<file path="src/rtl/mul_exp_pipe_pkg.sv">
// Types and helpers for the floating-point multiplier exponent path.
// The FPU_MUL top reuses them.
package mul_exp_pipe_pkg;

    typedef enum logic [2:0] {
        FLAG_NORM = 3'd0,
        FLAG_ZERO = 3'd1,
        FLAG_INF  = 3'd2,
        FLAG_OVF  = 3'd3,
        FLAG_UNF  = 3'd4
    } flag_e;

    function automatic int default_bias(input int size_exp);
        return (1 << (size_exp - 1)) - 1;
    endfunction

endpackage

</file>
<file path="src/rtl/mul_exp_pipe.sv">
// Two-stage valid/ready pipeline for the exponent of a floating-point product.
// Stage 1 adds the exponents and classifies the operands. Stage 2 saturates the result and sets the status flags.
module mul_exp_pipe
    import mul_exp_pipe_pkg::*;
#(
    parameter int SIZE_EXP = 8,
    parameter int BIAS     = default_bias(SIZE_EXP)
) (
    input  logic                i_clk,
    input  logic                i_rst,
    input  logic                i_valid,
    output logic                o_in_ready,
    input  logic [SIZE_EXP-1:0] i_exp_a,
    input  logic [SIZE_EXP-1:0] i_exp_b,
    input  logic                i_mant_carry,
    output logic                o_valid,
    input  logic                i_out_ready,
    output logic [SIZE_EXP-1:0] o_exp,
    output logic                o_ovf,
    output logic                o_unf,
    output logic                o_zero,
    output logic                o_inf
);

    localparam int SW = SIZE_EXP + 2;
    localparam logic signed [SW-1:0] BIAS_S = SW'(BIAS);
    localparam logic signed [SW-1:0] OVF_TH = SW'((1 << SIZE_EXP) - 1);

    logic                 s1_adv, s2_adv;
    logic signed [SW-1:0] sum_c;
    logic                 zero_c, inf_c;
    logic                 vld_p1, zero_p1, inf_p1;
    logic signed [SW-1:0] sum_p1;
    flag_e                flag_c;
    logic [SIZE_EXP-1:0]  exp_c;

    function automatic flag_e classify(input logic zero, input logic inf,
                                       input logic signed [SW-1:0] sum);
        if (zero)
            return FLAG_ZERO;
        if (inf)
            return FLAG_INF;
        if (sum >= OVF_TH)
            return FLAG_OVF;
        if (sum[SW-1] || (sum == '0))
            return FLAG_UNF;
        return FLAG_NORM;
    endfunction

    function automatic logic [SIZE_EXP-1:0] saturate(input flag_e flag,
                                                      input logic signed [SW-1:0] sum);
        case (flag)
            FLAG_ZERO, FLAG_UNF: return '0;
            FLAG_INF, FLAG_OVF:  return '1;
            default:             return sum[SIZE_EXP-1:0];
        endcase
    endfunction

    assign s2_adv     = !o_valid || i_out_ready;
    assign s1_adv     = !vld_p1 || s2_adv;
    // Reset forces ready high, but the capture below is still blocked while reset is active.
    assign o_in_ready = i_rst || s1_adv;

    always_comb begin
        sum_c  = $signed({2'b00, i_exp_a}) + $signed({2'b00, i_exp_b})
               + $signed({{(SW-1){1'b0}}, i_mant_carry}) - BIAS_S;
        zero_c = (i_exp_a == '0) || (i_exp_b == '0);
        inf_c  = !zero_c && ((i_exp_a == '1) || (i_exp_b == '1));
        flag_c = classify(zero_p1, inf_p1, sum_p1);
        exp_c  = saturate(flag_c, sum_p1);
    end

    // Stage 1: exponent sum and operand classification
    always_ff @(posedge i_clk) begin
        if (i_rst)
            vld_p1 <= 1'b0;
        else if (s1_adv)
            vld_p1 <= i_valid;
    end

    always_ff @(posedge i_clk) begin
        if (!i_rst && s1_adv && i_valid) begin
            sum_p1  <= sum_c;
            zero_p1 <= zero_c;
            inf_p1  <= inf_c;
        end
    end

    // Stage 2: saturated exponent and status flags
    always_ff @(posedge i_clk) begin
        if (i_rst) begin
            o_valid <= 1'b0;
            o_exp   <= '0;
            o_zero  <= 1'b0;
            o_inf   <= 1'b0;
            o_ovf   <= 1'b0;
            o_unf   <= 1'b0;
        end else if (s2_adv) begin
            o_valid <= vld_p1;
            if (vld_p1) begin
                o_exp  <= exp_c;
                o_zero <= (flag_c == FLAG_ZERO);
                o_inf  <= (flag_c == FLAG_INF);
                o_ovf  <= (flag_c == FLAG_OVF);
                o_unf  <= (flag_c == FLAG_UNF);
            end
        end
    end

endmodule
</file>
<file path="config.mk">
export PLATFORM = sky130hd
export DESIGN_NAME = mul_exp_pipe
export DESIGN_NICKNAME = d
export VERILOG_FILES = /design/src/rtl/mul_exp_pipe_pkg.sv /design/src/rtl/mul_exp_pipe.sv
export SDC_FILE = /design/constraint.sdc
export NUM_CORES = 1
export LEC_CHECK = 0
export ABC_CLOCK_PERIOD_IN_PS = 2100
export CAP_MARGIN = 20
export CORE_UTILIZATION = 34
export DETAILED_ROUTE_END_ITERATION = 8
export GPL_ROUTABILITY_DRIVEN = 0
export PLACE_DENSITY = 0.6
export RECOVER_POWER = 100
export SLEW_MARGIN = 20
export SYNTH_ARGS = -nofsm -noshare
export SYNTH_HDL_FRONTEND = slang
export SYNTH_SLANG_ARGS = --single-unit
</file>
<file path="constraint.sdc">
create_clock -name i_clk -period 2.1 [get_ports i_clk]
set_clock_uncertainty 0.15 [all_clocks]
set_input_delay 0.21 -clock i_clk [delete_from_list [all_inputs] [get_ports i_clk]]
set_output_delay 0.21 -clock i_clk [all_outputs]
set_load 0.1 [all_outputs]
</file>
==> flow_summary.json, run 1 <==
{
  "gr-total-overflow": 0,
  "p_leak_nw": 0.952,
  "synthMuxAreaShare_pct": 0,
  "cp-startpoint": "i_exp_b[2]",
  "via_count": 1426,
  "cp_max_fo": 3,
  "h-tree-depth": 1,
  "syn_inst": 163,
  "grt_pass1_wl_mm": 5.95,
  "fin_setup_tns_ns": 0,
  "met2_length_mm": 1.91,
  "die_x_um": 68.9,
  "viasPerCell": 5.11,
  "drt_iter0_markers": 61,
  "clock_latency_ns": 0.27,
  "core_mm2": 0.00414,
  "synth_top_family_by_area": "simple AND/OR/NAND/NOR gates",
  "r2r-start": "o_valid",
  "start_util_pct": 36.7,
  "seq_area_frac_synth_pct": 42.1,
  "ys_types": 34,
  "grt_pass1_vias": 1439,
  "slew_viol_final": 0,
  "max-vdd-ir-drop_mv": 0.380,
  "avgSynthCellArea_um2": 9.33,
  "setup_ws_ns": 0.0496,
  "n_antenna_cell": 0,
  "synth-seq-cells": 26,
  "cts_made_buffers": 3,
  "synth_xor_area_share_pct": 3.46,
  "min_path_type": "input pin to flip-flop",
  "synth_edf_count": 12,
  "r2r_end": "o_exp[2]",
  "synth-adder-area-share_pct": 14.5,
  "cap_violations": 0,
  "crit_required_ns": 1.98,
  "drc_errors": 0,
  "dieArea_mm2": 0.00474,
  "finalCritPeriodShare_pct": 97.6,
  "dp_hpwl_mm": 2.79,
  "wire_per_inst_um": 13.2,
  "place_worst_setup_slack_ns": -0.664,
  "end_kind": "flip-flop",
  "antenna_found_initial": 0,
  "num_io_pins": 35,
  "outcome": "completed",
  "syn_nets": 201,
  "clk_pin_slew_ns": 0.09,
  "synth-warning-count": 0,
  "grt.total_usage_pct": 17.1,
  "setup_violations": 0,
  "synth_ff_type": "dfxtp_1",
  "synthDominantCellAreaShare_pct": 23.7,
  "dr.pass1.iters": 4,
  "tritoncts": "yes",
  "critPathKind": "input pin to flip-flop",
  "worstPathCellList": "dlygate4sd2_1 > ha_1 > ha_4 > nor2b_2 > o31a_1 > nor2_2 > o221ai_2 > xor2_1",
  "hold_viol": 0,
  "cts.sinks": 26,
  "yosysTopAreaCell": "edfxtp_1",
  "max_freq_ghz": 0.488,
  "dr_wl_met3_um": 155,
  "clock_path_buffers": 2,
  "grt_setup_unrepaired": "yes",
  "reg2reg_setup_slack_ns": 0.40,
  "cpPeakStageDelay_ns": 0.33,
  "worstPathArrival_ns": 1.93,
  "worst_pin_slew_ns": 0.567,
  "startpoint_type": "input pin",
  "antenna_left": 0,
  "synth_area_leaders": "edfxtp_1, dfxtp_1, ha_1",
  "rows": 23,
  "io_buffers": 34,
  "synth_compound_area_share_pct": 16.4,
  "dr.max_layer_used": "met4",
  "yosys.area_share.simple_pct": 19.5,
  "synthArstFlopShare_pct": 0,
  "cp-endpoint": "sum_p1[8]",
  "die_y_um": 68.9,
  "syn_area_mm2": 0.00152,
  "area_growth_syn_to_layout_pct": 44.9,
  "max-slew-margin-rel_pct": 62.2,
  "num-nets-final": 268,
  "drive_above_1_share_pct": 29.7,
  "reg2regPathDepth": 6,
  "wl_met1_mm": 1.49,
  "cts_hold_buffers": 0,
  "crit_slowest_cell": "ha_1",
  "power.total_mw": 1.48,
  "powerDensity_mw_per_mm2": 674,
  "finalCriticalPeriod_ns": 2.05,
  "grt_max_degree": 16,
  "clockRootBuffer": "clkbuf_8",
  "synthTopCellsByCount": "nand2_1, nor2_1, ha_1, a21oi_1",
  "totalWireLength_mm": 3.68
}
area by class of cell:
class,instances,area [µm²]
Timing Repair Buffer,64,467
Tap cell,50,62.6
Clock inverter,1,30.0
Multi-Input combinational cell,121,906
Sequential cell,26,644
Inverter,14,52.6
Clock buffer,3,41.3
Fill cell,397,1940
critical path: cells and delay by family:
| family | cells | cell delay, ns |
|---|---|---|
| adder cells (fa/ha/maj) | 2 | 0.56 |
| AND/OR/NAND/NOR | 2 | 0.32 |
| AO/OA/AOI/OAI | 2 | 0.43 |
| buffers and inverters | 1 | 0.25 |
| XOR/XNOR | 1 | 0.15 |
where the power goes:
part	leakage (nW)	internal, mW	switching [mW]	total [mW]
clock	0.0357	0.255	0.154	0.410
combinational	0.684	0.208	0.270	0.478
sequential	0.232	0.575	0.0222	0.597
registers in the layout (all words and copies together) (netlist names):
| register | flops |
|---|---|
| inf_p1 | 1 |
| o_exp | 8 |
| o_inf | 1 |
| o_ovf | 1 |
| o_unf | 1 |
| o_valid | 1 |
| o_zero | 1 |
| sum_p1 | 10 |
| vld_p1 | 1 |
| zero_p1 | 1 |
layout by cell type, fill, tap and decap left out, types with 3 or more instances in the layout:
cell type        synthesis  routed
nand2_1                 18      18
nor2_1                  18      17
o21ai_0                 10      10
dfxtp_1                 14      13
buf_2                    1       3
dlygate4sd2_1            0       6
clkbuf_8                 0       3
inv_1                   14      13
buf_4                    0      27
clkbuf_2                 0      15
clkdlybuf4s50_1          0       8
a21oi_1                 15      14
xnor2_1                  4       4
nor4_1                   5       5
ha_4                     0       6
ha_1                    16       9
nand4_1                  6       6
edfxtp_1                12      12
stage by stage:
step           hold slack, ns  cell area, µm²  std cells  util, %
2_1_floorplan           0.186            1530        163        -
3_3_place_gp            0.293            2080        269     50.2
3_5_place_dp            0.299            2080        269     50.2
4_1_cts                 0.310            2260        279     54.5
5_1_grt                 0.204            2200        279     53.2
6_report                0.165            2200        279     53.2
cell families after synthesis:
family,count (synthesis)
AND/OR/NAND/NOR,59
flip-flops,26
buffers and inverters,16
adder cells (fa/ha/maj),17
XOR/XNOR,6
AO/OA/AOI/OAI,39
worst min path at each step:
stage	from	cells after the start	to
floorplan	i_valid	2	vld_p1
global placement	o_zero	2	o_zero
detailed placement	o_inf	2	o_inf
CTS	o_inf	2	o_inf
global route	i_exp_b[0]	2	sum_p1[0]
finish	i_exp_b[0]	2	sum_p1[0]
routing by layer:
layer,vias to the layer above,track usage (%)
met3,12,1.48
met5,-,0
li1,716,-
met4,0,10.7
met2,43,32.0
met1,655,18.2
timing repair:
item,in CTS,in global routing
hold endpoints to repair,0,0
pin swaps,15,7
endpoints found under the setup margin,5,3
gates resized for setup,28,5
setup buffers,6,0
(Power assumes the default switching activity.)
==> run 2, diff against run 1 <==
Settings changed: CTS_BUF_LIST set to sky130_fd_sc_hd__clkbuf_8 sky130_fd_sc_hd__clkbuf_16, CTS_CLUSTER_SIZE set to 28.
==> results of run 2 <==
The final DEF is identical to that of run 1; final timing and power are the same.
==> run 3, diff against run 2 <==
Settings changed: CORE_UTILIZATION 34 to 30, CTS_CLUSTER_SIZE 28 to 40, PLACE_DENSITY 0.6 to 0.54.
==> flow_summary.json, run 3 (synthesized netlist as in run 1, its figures left out) <==
{
  "outcome": "completed",
  "dp_cells": 286,
  "dieArea_mm2": 0.00536,
  "io_buffers": 34,
  "setup_violations": 0,
  "area_growth_syn_to_layout_pct": 47.2,
  "crit_slowest_cell": "o31a_1",
  "worst_pin_slew_ns": 0.545,
  "end_kind": "flip-flop",
  "cp.depth": 12,
  "reg2regPathDepth": 5,
  "worstPathArrival_ns": 1.93,
  "setup_ws_ns": 0.0383,
  "drive_above_1_share_pct": 30.2,
  "clk_pin_slew_ns": 0.08,
  "grt_setup_unrepaired": "no",
  "viasPerCell": 4.78,
  "antenna_left": 0,
  "intPower_mw": 0.946,
  "p_clk_share_pct": 22.3,
  "dr.pass1.iters": 6,
  "fin_cells": 292,
  "min_path_type": "flip-flop to flip-flop",
  "worstPathCellList": "clkdlybuf4s15_2 > inv_2 > ha_4 > inv_2 > ha_4 > inv_2 > fa_2 > nor2b_2 > o31a_1 > nor2_1 > o221ai_2 > xor2_1",
  "crit_required_ns": 1.96,
  "drt_iter0_markers": 42,
  "regMostFlops": "sum_p1",
  "cpPeakStageDelay_ns": 0.32,
  "utilization_pct": 46.7,
  "num_io_pins": 35,
  "cpLargestDelayFamily": "adder cells",
  "switching_share_pct": 31.0,
  "whs_path_depth": 2,
  "clock_path_buffers": 2,
  "die_x_um": 73.2,
  "tritoncts": "yes",
  "layout_commonest_cell": "buf_4",
  "die_y_um": 73.2,
  "crit_buf_inv": 4,
  "p_switching_mw": 0.425,
  "hold_viol": 0,
  "place_worst_setup_slack_ns": -0.633,
  "clockRootBuffer": "clkbuf_8",
  "grt_pass1_wl_mm": 5.59,
  "critPathKind": "input pin to flip-flop",
  "rows": 25,
  "largest_reg_flops": 10,
  "gr-total-overflow": 0,
  "max-slew-margin-rel_pct": 63.8,
  "n_antenna_cell": 0,
  "p_seq_share_pct": 43.6,
  "cp_max_fo": 3,
  "totalWireLength_mm": 3.41,
  "antenna_found_initial": 0,
  "pwr-share-comb_pct": 34.2,
  "grt_pass1_vias": 1322,
  "cts_hold_buffers": 0,
  "drc_errors": 0,
  "max_freq_ghz": 0.485,
  "dp_hpwl_mm": 2.69,
  "num-nets-final": 264,
  "placed_area_mm2": 0.00210,
  "crit_path_frequent_cell": "inv_2",
  "cts_made_buffers": 3,
  "p_leak_nw": 0.928,
  "finalInstanceArea_mm2": 0.00224,
  "finalCriticalPeriod_ns": 2.06,
  "slew_viol_final": 0,
  "cts.sinks": 26,
  "start_util_pct": 31.8,
  "finalCritPeriodShare_pct": 98.2,
  "via_count": 1395,
  "grt.total_usage_pct": 13.4,
  "startpoint_type": "input pin",
  "reg_top3": "sum_p1: 10 flops, o_exp: 8 flops",
  "layout_common_cells": "buf_4, nand2_1, nor2_1",
  "powerDensity_mw_per_mm2": 613,
  "grt_max_degree": 15,
  "core_mm2": 0.00479,
  "fill_cells": 476,
  "fin_setup_tns_ns": 0,
  "cap_violations": 0,
  "clock_latency_ns": 0.26,
  "h-tree-depth": 1,
  "max-vdd-ir-drop_mv": 0.230,
  "wire_per_inst_um": 11.7
}
==> run 3: power by group through the flow <==
stage	Sequential (mW)	Clock [mW]	Combinational, mW
finish	0.597	0.305	0.468
global route	0.602	0.343	0.510
CTS	0.598	0.318	0.452
detailed placement	0.609	0	0.425
global placement	0.608	0	0.421
floorplan	0.695	0	0.178
==> run 3: final cells by class <==
| cell class | instances | area, µm² | area share [%] |
|---|---|---|---|
| multi-input combinational | 121 | 951 | 42.5 |
| clock buffer | 4 | 55.1 | 2.46 |
| timing repair buffer | 60 | 450 | 20.1 |
| inverter | 14 | 52.6 | 2.35 |
| tap | 67 | 83.8 | 3.75 |
| sequential | 26 | 644 | 28.8 |
==> run 3: path summary, 6_finish.rpt <==
path                                  from   endpoint  slack [ns]
worst max register to register     o_valid   o_exp[3]        0.45
worst min-delay path                 o_ovf      o_ovf        0.30
worst min register to register       o_ovf      o_ovf        0.30
worst max-delay path            i_exp_a[0]  sum_p1[8]        0.04
==> run 3: worst reg2reg max path: stages (launching register included) <==
cell     delay, ns
dfxtp_4       0.34
nor2b_1       0.29
nor2b_1       0.19
a21oi_1       0.31
o21ai_0       0.16
a21oi_1       0.14
==> run 3: what timing repair did <==
item,in CTS,in global routing
setup buffers,1,1
pin swaps,17,11
setup endpoints to repair,5,4
resized for setup,27,5
==> run 3: metrics by stage <==
| step | hold WS, ns | power, mW |
|---|---|---|
| floorplan | 0.186 | 0.873 |
| global placement | 0.291 | 1.03 |
| detailed placement | 0.298 | 1.03 |
| CTS | 0.298 | 1.37 |
| global route | 0.310 | 1.45 |
| finish | 0.304 | 1.37 |
==> run 3: routing by layer <==
metal	up-vias	global-route usage, %	routed length, µm
met5	-	0	0
met4	0	6.54	44
met3	6	2.07	147
met2	42	25.0	1760
met1	636	14.6	1460
li1	711	-	-
